File: src/rtl/gate_tree_pkg.sv
// Shared definitions for the pipelined mux-built reduction tree: the
// reduction mode encoding and the helpers that size and lay out the tree.
package gate_tree_pkg;

    typedef enum logic [1:0] {
        MODE_OR  = 2'd0,
        MODE_AND = 2'd1,
        MODE_XOR = 2'd2,
        MODE_NOR = 2'd3
    } mode_e;

    // Depth of a binary tree over n leaves, which is also the pipeline latency.
    function automatic int tree_levels(input int n);
        return $clog2(n);
    endfunction

    // Tree nodes are stored flat, level by level: level 1 first, then level 2,
    // and so on. This returns the index of the first node of level lvl.
    function automatic int level_offset(input int n, input int lvl);
        return n - (n >> (lvl - 1));
    endfunction

endpackage

File: src/rtl/gate_cell_mux.sv
// One-bit configurable gate built only from 2:1 mux cells. It provides
// OR, AND and XOR; NOR is treated as OR here because the inversion for NOR
// happens once at the last tree stage.
module gate_cell_mux
    import gate_tree_pkg::*;
(
    input  logic       a,
    input  logic       b,
    input  logic [1:0] mode,
    output logic       y
);

    logic not_b;
    logic or_y;
    logic and_y;
    logic xor_y;
    logic sel_lo;
    logic sel_hi;

    // Inverted b, needed by the XOR cell, realised as a mux with constant inputs.
    mux2_cell u_inv_b (.sel(b), .d0(1'b1), .d1(1'b0), .y(not_b));

    // OR = a ? 1 : b
    mux2_cell u_or    (.sel(a), .d0(b),    .d1(1'b1),  .y(or_y));

    // AND = a ? b : 0
    mux2_cell u_and   (.sel(a), .d0(1'b0), .d1(b),     .y(and_y));

    // XOR = a ? ~b : b
    mux2_cell u_xor   (.sel(a), .d0(b),    .d1(not_b), .y(xor_y));

    // Mode selection: bit 0 picks within each pair, bit 1 picks the pair.
    // Pair 0 covers OR/AND; pair 1 covers XOR and NOR, where NOR uses OR.
    mux2_cell u_sel_lo (.sel(mode[0]), .d0(or_y),   .d1(and_y),  .y(sel_lo));
    mux2_cell u_sel_hi (.sel(mode[0]), .d0(xor_y),  .d1(or_y),   .y(sel_hi));
    mux2_cell u_sel    (.sel(mode[1]), .d0(sel_lo), .d1(sel_hi), .y(y));

endmodule

File: src/rtl/mux2_cell.sv
// Basic 2:1 multiplexer cell; every gate in the reduction tree is built
// from instances of this cell.
module mux2_cell (
    input  logic sel,
    input  logic d0,
    input  logic d1,
    output logic y
);

    assign y = sel ? d1 : d0;

endmodule

File: src/rtl/gate_tree_pipe.sv
// Streaming bitwise reduction of N_IN words to one word through a binary
// tree of mux-built gates, with one register stage per tree level and a
// single global advance signal driven by the output handshake.
module gate_tree_pipe
    import gate_tree_pkg::*;
#(
    parameter int N_IN  = 4,
    parameter int WIDTH = 8
) (
    input  logic                   clk,
    input  logic                   rst,
    input  logic                   in_valid,
    output logic                   in_ready,
    input  logic [N_IN*WIDTH-1:0]  in_data,
    input  logic [1:0]             in_mode,
    output logic                   out_valid,
    input  logic                   out_ready,
    output logic [WIDTH-1:0]       out_data,
    output logic [1:0]             out_mode
);

    localparam int LEVELS = tree_levels(N_IN);
    localparam int NODES  = N_IN - 1;
    localparam int LAST   = N_IN - 2;

    // Per-level pipeline state; node_q holds every tree node, level by level.
    logic             valid_q [1:LEVELS];
    logic [1:0]       mode_q  [1:LEVELS];
    logic [WIDTH-1:0] node_q  [NODES];

    // Values presented to each level's registers on the next advance.
    logic             valid_in [1:LEVELS];
    logic [1:0]       mode_in  [1:LEVELS];
    logic [WIDTH-1:0] node_d   [NODES];

    logic adv;

    // The whole pipe moves together whenever the final stage is empty or
    // being consumed, so bubbles in front of it are carried along.
    assign adv       = !valid_q[LEVELS] || out_ready;
    assign in_ready  = adv;
    assign out_valid = valid_q[LEVELS];
    assign out_mode  = mode_q[LEVELS];
    assign out_data  = node_q[LAST];

    generate
        for (genvar l = 1; l <= LEVELS; l++) begin : g_lvl
            localparam int OFF = level_offset(N_IN, l);
            localparam int CNT = N_IN >> l;

            if (l == 1) begin : g_src_in
                assign valid_in[l] = in_valid;
                assign mode_in[l]  = in_mode;
            end else begin : g_src_reg
                assign valid_in[l] = valid_q[l-1];
                assign mode_in[l]  = mode_q[l-1];
            end

            for (genvar k = 0; k < CNT; k++) begin : g_node
                logic [WIDTH-1:0] a_w;
                logic [WIDTH-1:0] b_w;
                logic [WIDTH-1:0] tree_y;

                if (l == 1) begin : g_leaf
                    assign a_w = in_data[(2*k)*WIDTH   +: WIDTH];
                    assign b_w = in_data[(2*k+1)*WIDTH +: WIDTH];
                end else begin : g_inner
                    localparam int PREV = level_offset(N_IN, l - 1);
                    assign a_w = node_q[PREV + 2*k];
                    assign b_w = node_q[PREV + 2*k + 1];
                end

                for (genvar j = 0; j < WIDTH; j++) begin : g_bit
                    gate_cell_mux u_cell (
                        .a    (a_w[j]),
                        .b    (b_w[j]),
                        .mode (mode_in[l]),
                        .y    (tree_y[j])
                    );
                end

                if (l == LEVELS) begin : g_final
                    // The root applies the NOR inversion just before the
                    // output register, so the output stays register-driven.
                    logic             is_nor;
                    logic [WIDTH-1:0] inv_y;
                    logic [WIDTH-1:0] final_y;

                    assign is_nor = (mode_in[l] == MODE_NOR);

                    for (genvar j = 0; j < WIDTH; j++) begin : g_inv
                        mux2_cell u_inv (
                            .sel (tree_y[j]),
                            .d0  (1'b1),
                            .d1  (1'b0),
                            .y   (inv_y[j])
                        );
                        mux2_cell u_pick (
                            .sel (is_nor),
                            .d0  (tree_y[j]),
                            .d1  (inv_y[j]),
                            .y   (final_y[j])
                        );
                    end

                    assign node_d[OFF + k] = final_y;
                end else begin : g_pass
                    assign node_d[OFF + k] = tree_y;
                end
            end
        end
    endgenerate

    // Pipeline registers: clear everything on reset, otherwise shift one level
    // per advance. Data and mode load only alongside a valid word, so after
    // reset the output word stays 0 until the first real result arrives.
    always_ff @(posedge clk) begin
        if (rst) begin
            for (int l = 1; l <= LEVELS; l++) begin
                valid_q[l] <= 1'b0;
                mode_q[l]  <= 2'd0;
            end
            for (int i = 0; i < NODES; i++) begin
                node_q[i] <= '0;
            end
        end else if (adv) begin
            for (int l = 1; l <= LEVELS; l++) begin
                valid_q[l] <= valid_in[l];
                if (valid_in[l]) begin
                    mode_q[l] <= mode_in[l];
                    for (int k = 0; k < (N_IN >> l); k++) begin
                        node_q[level_offset(N_IN, l) + k] <= node_d[level_offset(N_IN, l) + k];
                    end
                end
            end
        end
    end

endmodule

File: config.mk
export PLATFORM = sky130hd
export DESIGN_NAME = gate_tree_pipe
export DESIGN_NICKNAME = d
export VERILOG_FILES = /design/src/rtl/gate_tree_pkg.sv /design/src/rtl/gate_cell_mux.sv /design/src/rtl/mux2_cell.sv /design/src/rtl/gate_tree_pipe.sv
export SDC_FILE = /design/constraint.sdc
export NUM_CORES = 1
export LEC_CHECK = 0
export ABC_AREA = 1
export BUFFER_PORTS_ARGS = -buffer_cell sky130_fd_sc_hd__buf_2
export CAP_MARGIN = 20
export CORE_ASPECT_RATIO = 0.8
export CORE_UTILIZATION = 35
export DETAILED_ROUTE_END_ITERATION = 10
export SLEW_MARGIN = 10
export SYNTH_ARGS = -nofsm -noshare
export SYNTH_HDL_FRONTEND = slang
export SYNTH_SLANG_ARGS = --single-unit
export TNS_END_PERCENT = 30
File: constraint.sdc
create_clock -name clk -period 1.6 [get_ports clk]
set_input_delay 0.16 -clock clk [delete_from_list [all_inputs] [get_ports clk]]
set_output_delay 0.16 -clock clk [all_outputs]
set_load 0.03 [all_outputs]
; ---- Word level (Yosys, flattened, before mapping)
; Memory sizes are Yosys's and may differ from the RTL's.
; Cells that the tools add are included.
[classes]
n_eq_ne = 1
n_mux = 204
bitwise = 7
reduce_logical = 2
[op_table]
columns = op, n
row1 = 2-to-1 mux 1 bit, 199
row2 = 2-to-1 mux 8 bit, 3
row3 = OR 1 bit, 7
row4 = 2-to-1 mux 2 bit, 2
row5 = == test 2 bit (second input constant), 1
row6 = logical NOT 1 bit, 1
row7 = logical OR 1 bit, 1
[totals]
reg_bits = 0
mem_bits_rw = 30
inputBits = 38
output_inout_bits = 12
wordCells = 217
mem_count = 3
[mem_list]
columns = memory, depth, word_bits, rd, rd_clocked_by_memory_dff, write_ports, line_no
row1 = node_q, 3, 8, 3, 0, 3, gate_tree_pipe.sv:29  ; logic [WIDTH-1:0] node_q [NODES];
row2 = mode_q, 2, 2, 2, 0, 2, gate_tree_pipe.sv:28  ; logic [1:0] mode_q [1:LEVELS];
row3 = valid_q, 2, 1, 2, 0, 2, gate_tree_pipe.sv:27  ; logic valid_q [1:LEVELS];

; ---- Depth between registers and ports, before layout
; An unclocked memory read counts as a cell.
[logic_depth]
depth_word = 8
depth_mapped = 8
depth_no_buf = 8

; ---- Cells and area by module
; Synthesis repeated with hierarchy kept, for this count alone.
[unflattened]
hier_cells = 889
hier_area_um2 = 4184.0
[modules_own_cells]
columns = mod, n_inst, cells_each, area_per_inst_um2, seq_area_each_um2
row1 = mux2_cell, 184, 4, 15.0, 0.0
row2 = gate_tree_pipe, 1, 105, 1241.2, 900.9
row3 = gate_cell_mux, 24, 2, 7.5, 0.0

; ---- Worst setup path before layout
; OpenSTA, ideal clock, no wires.
[synth_timing]
path_type = reg2reg
start = mem valid_q[2]
end = mem mode_q[1][0], enable pin
setup_time_ps = 375
t_arrival_ps = 1300
slack_ps = -74
stages_incl_launch_ff = 4
n_path_buf = 0
cell_sequence = edfxtp_1 nand2_2 nand2_1 nand2_1
[synth_lines]
columns = element, line_no
row1 = "start, declared", gate_tree_pipe.sv:27
row2 = "end, declared", gate_tree_pipe.sv:28

==> flow_summary.toml <==
[die]
die-area_mm2 = 0.008361
fp.dieW_um = 102.0
vertical_die_dimension_um = 81.99
floorplan.io_pins = 50
std_cell_rows = 28
core_area_mm2 = 0.007567
initial_core_util = 0.3699

[worst_setup_path]
r2r.worst_path.cells = 6
critical_path_arrival_ps = 1430
critical-path-slowest-cell = "sky130_fd_sc_hd__edfxtp_1"
reg_to_reg_slack_setup_ps = 210
end_kind = "flip-flop"
worst-path-stages = 6
max_stage_delay_ps = 510
r2r_start = "mode_q[1][0]"
crit_path_start_kind = "flip-flop"
timing.critical_path.cells = "inv_2 -> nand2_1 -> nand3_1 -> nand2_1 -> nor2_1 -> nor2_1"
path_class = "reg -> reg"
crit_fanout = 17
critical_path.top_delay_family = "flip-flops"
crit_required_ps = 1640
critical_path.n_buffers_inverters = 1
critical_path.reg2reg.endpoint = "node_q[0][17]"

[routing]
route.final.wire_length_um = 4985
detailedRoute.firstPassIterationCount = 6
vias = 2254
detail_route.iter0.violations = 144
wire_per_inst_um = 9.642
drc = 0
final_antenna_net_count = 0
vias_per_inst = 4.360

[flow_run]
max-cap-violations = 0

[cells_and_area]
final_common_cell = "sky130_fd_sc_hd__inv_1"
antennaDiodeCount = 0
final_util = 0.4213
area_growth_syn_to_layout_pct = 13.90
fillers = 808
finalInstanceArea_mm2 = 0.003188
most-common-layout-cells = "79 x sky130_fd_sc_hd__inv_1, 77 x sky130_fd_sc_hd__nand2_1, 49 x sky130_fd_sc_hd__buf_2, 48 x sky130_fd_sc_hd__ha_1, 38 x sky130_fd_sc_hd__a21oi_1"
finalNetCount = 498
drive_gt1_frac = 0.1699

[global_routing]
grt_remaining_overflow = 0
grt_first_pass_wirelength_um = 8590
globalRouteTotalUtil = 0.1300
grt_max_degree = 33
initial_antenna_violation_count = 0
grt_pass1_vias = 1891

[synth]
synthesis.instances = 368
syn-mean-instance-area_um2 = 7.606
synth.lib_cells_used.distinct = 19
syn_nets = 454
synth.yosys.seq_area_share = 0.3219
synth_register_bits = 30
yosysWarnings = 0
synth.cell_area_mm2 = 0.002799

[clock_network]
tritoncts = "yes"
cts-htree-levels = 2
cts.reportedPaths.clkPinSlew_ps = 70
clock_path_buffers = 2
cts-buffers-inserted = 5
worst_skew_pair.late_latency_ps = 280
tritoncts_num_sinks = 30
cts_post_setup_buffers_inserted = 0
clock_tree.root_cell = "sky130_fd_sc_hd__clkbuf_8"
cts_hold_repair.buffers = 0
cts_resized = 0

[sta]
final-hold-violation-count = 0
grt_setup_unrepaired = "false"
finalMaxSlewViolations = 0
fin_tns_setup_ps = 0
maxSlewHeadroom = 0.7325
fin_crit_ps = 1390
worst-slew-pin-transition_ps = 399.8
setup_viol = 0
maxClockFrequency_mhz = 719.3
fin_worst_hold_slack_ps = 243.2
timing.final.crit_share = 0.8688
timing.clock.skew_ps = 7.604

[place]
dpl_cell_area_mm2 = 0.003099
hpwl_um = 3906
globalplace.congestion = 0.7505
buffer_ports.inserted = 49

[worst_hold_path]
worstHoldPathType = "in -> reg"
holdPathEnd = "valid_q[2]"
hold-path-cell-count = 3
hold_start = "out_ready"

[power_and_ir_drop]
cellLeakagePower_nw = 1.777
max-vdd-ir-drop_v = 0.0002664
powerDensity_mw_per_mm2 = 695.6

[outcome]
outcome = "finished clean"
[per-layer routing]
metal | GRT usage | share of wire
met4 | 0.05143 | 0.015
met2 | 0.1913 | 0.38
met5 | 0 | 0
met1 | 0.1900 | 0.56
met3 | 0.01787 | 0.044
[cell usage after synthesis]
cell | number | area, um2
sky130_fd_sc_hd__a21oi_1 | 38 | 190.2
sky130_fd_sc_hd__buf_2 | 7 | 35.03
sky130_fd_sc_hd__buf_4 | 3 | 22.52
sky130_fd_sc_hd__buf_6 | 6 | 67.56
sky130_fd_sc_hd__clkbuf_1 | 1 | 3.750
sky130_fd_sc_hd__edfxtp_1 | 30 | 900.9
sky130_fd_sc_hd__ha_1 | 48 | 600.6
sky130_fd_sc_hd__inv_1 | 79 | 296.5
sky130_fd_sc_hd__inv_2 | 4 | 15.01
sky130_fd_sc_hd__nand2_1 | 78 | 292.8
sky130_fd_sc_hd__nand2_2 | 2 | 12.51
sky130_fd_sc_hd__nand3_1 | 10 | 50.05
sky130_fd_sc_hd__nand3_2 | 1 | 10.01
sky130_fd_sc_hd__nand3_4 | 1 | 17.52
sky130_fd_sc_hd__nand3b_1 | 1 | 7.510
sky130_fd_sc_hd__nand4_1 | 2 | 12.51
sky130_fd_sc_hd__nor2_1 | 17 | 63.81
sky130_fd_sc_hd__o21ai_0 | 22 | 110.1
sky130_fd_sc_hd__o21ai_1 | 18 | 90.09
[metrics by stage]
stage,instances,setup slack [ps],total power [mW]
2_1_floorplan,368,86.03,1.495
4_1_cts,517,154.9,2.245
3_3_place_gp,510,250.8,1.646
6_report,517,209.9,2.218
5_1_grt,517,88.24,2.388
3_5_place_dp,510,165.0,1.662
[state kept, by name, indices dropped and copies added, names as in the netlist]
name     flops
mode_q       4
node_q      24
valid_q      2
[worst max path at each step]
stage | startpoint | to | slack, ps
floorplan | valid_q[2] | node_q[0][0] | 90
global placement | valid_q[2] | node_q[0][23] | 250
detailed placement | valid_q[2] | node_q[0][22] | 170
CTS | valid_q[2] | node_q[0][22] | 150
global route | mode_q[1][0] | node_q[0][21] | 90
finish | mode_q[1][0] | node_q[0][17] | 210
[report_power, final]
part / internal [mW] / leakage (nW) / total [mW] / switching, mW
sequential: 0.960 / 0.324 / 0.998 / 0.0386
clock: 0.296 / 0.0362 / 0.575 / 0.279
combinational: 0.240 / 1.42 / 0.644 / 0.404
total: 1.50 / 1.78 / 2.22 / 0.722
[worst reg2reg max path, cell delays in order (launching register included)]
cell	delay, ps
sky130_fd_sc_hd__edfxtp_1	510
sky130_fd_sc_hd__inv_2	260
sky130_fd_sc_hd__nand2_1	120
sky130_fd_sc_hd__nand3_1	80
sky130_fd_sc_hd__nand2_1	50
sky130_fd_sc_hd__nor2_1	80
sky130_fd_sc_hd__nor2_1	50
[final cells by class]
type | instances | area [um2] | share of cell area
inverters | 83 | 311.5 | 0.09772
clock inverters | 2 | 15.01 | 0.004710
repair buffers | 54 | 295.3 | 0.09262
flip-flops and latches | 30 | 900.9 | 0.2826
multi-input cells | 238 | 1465 | 0.4596
clock buffers | 5 | 68.82 | 0.02159
well taps | 105 | 131.4 | 0.04121
[logic make-up (layout without fill, tap and decap cells)]
group	count (synthesis)	count (layout)	synth area share
AO/OA/AOI/OAI	78	78	0.1395
flip-flops	30	30	0.3219
adder cells (fa/ha/maj)	48	48	0.2146
buffers and inverters	100	144	0.1573
AND/OR/NAND/NOR	112	112	0.1667
Power figures use the tool's default switching activity.
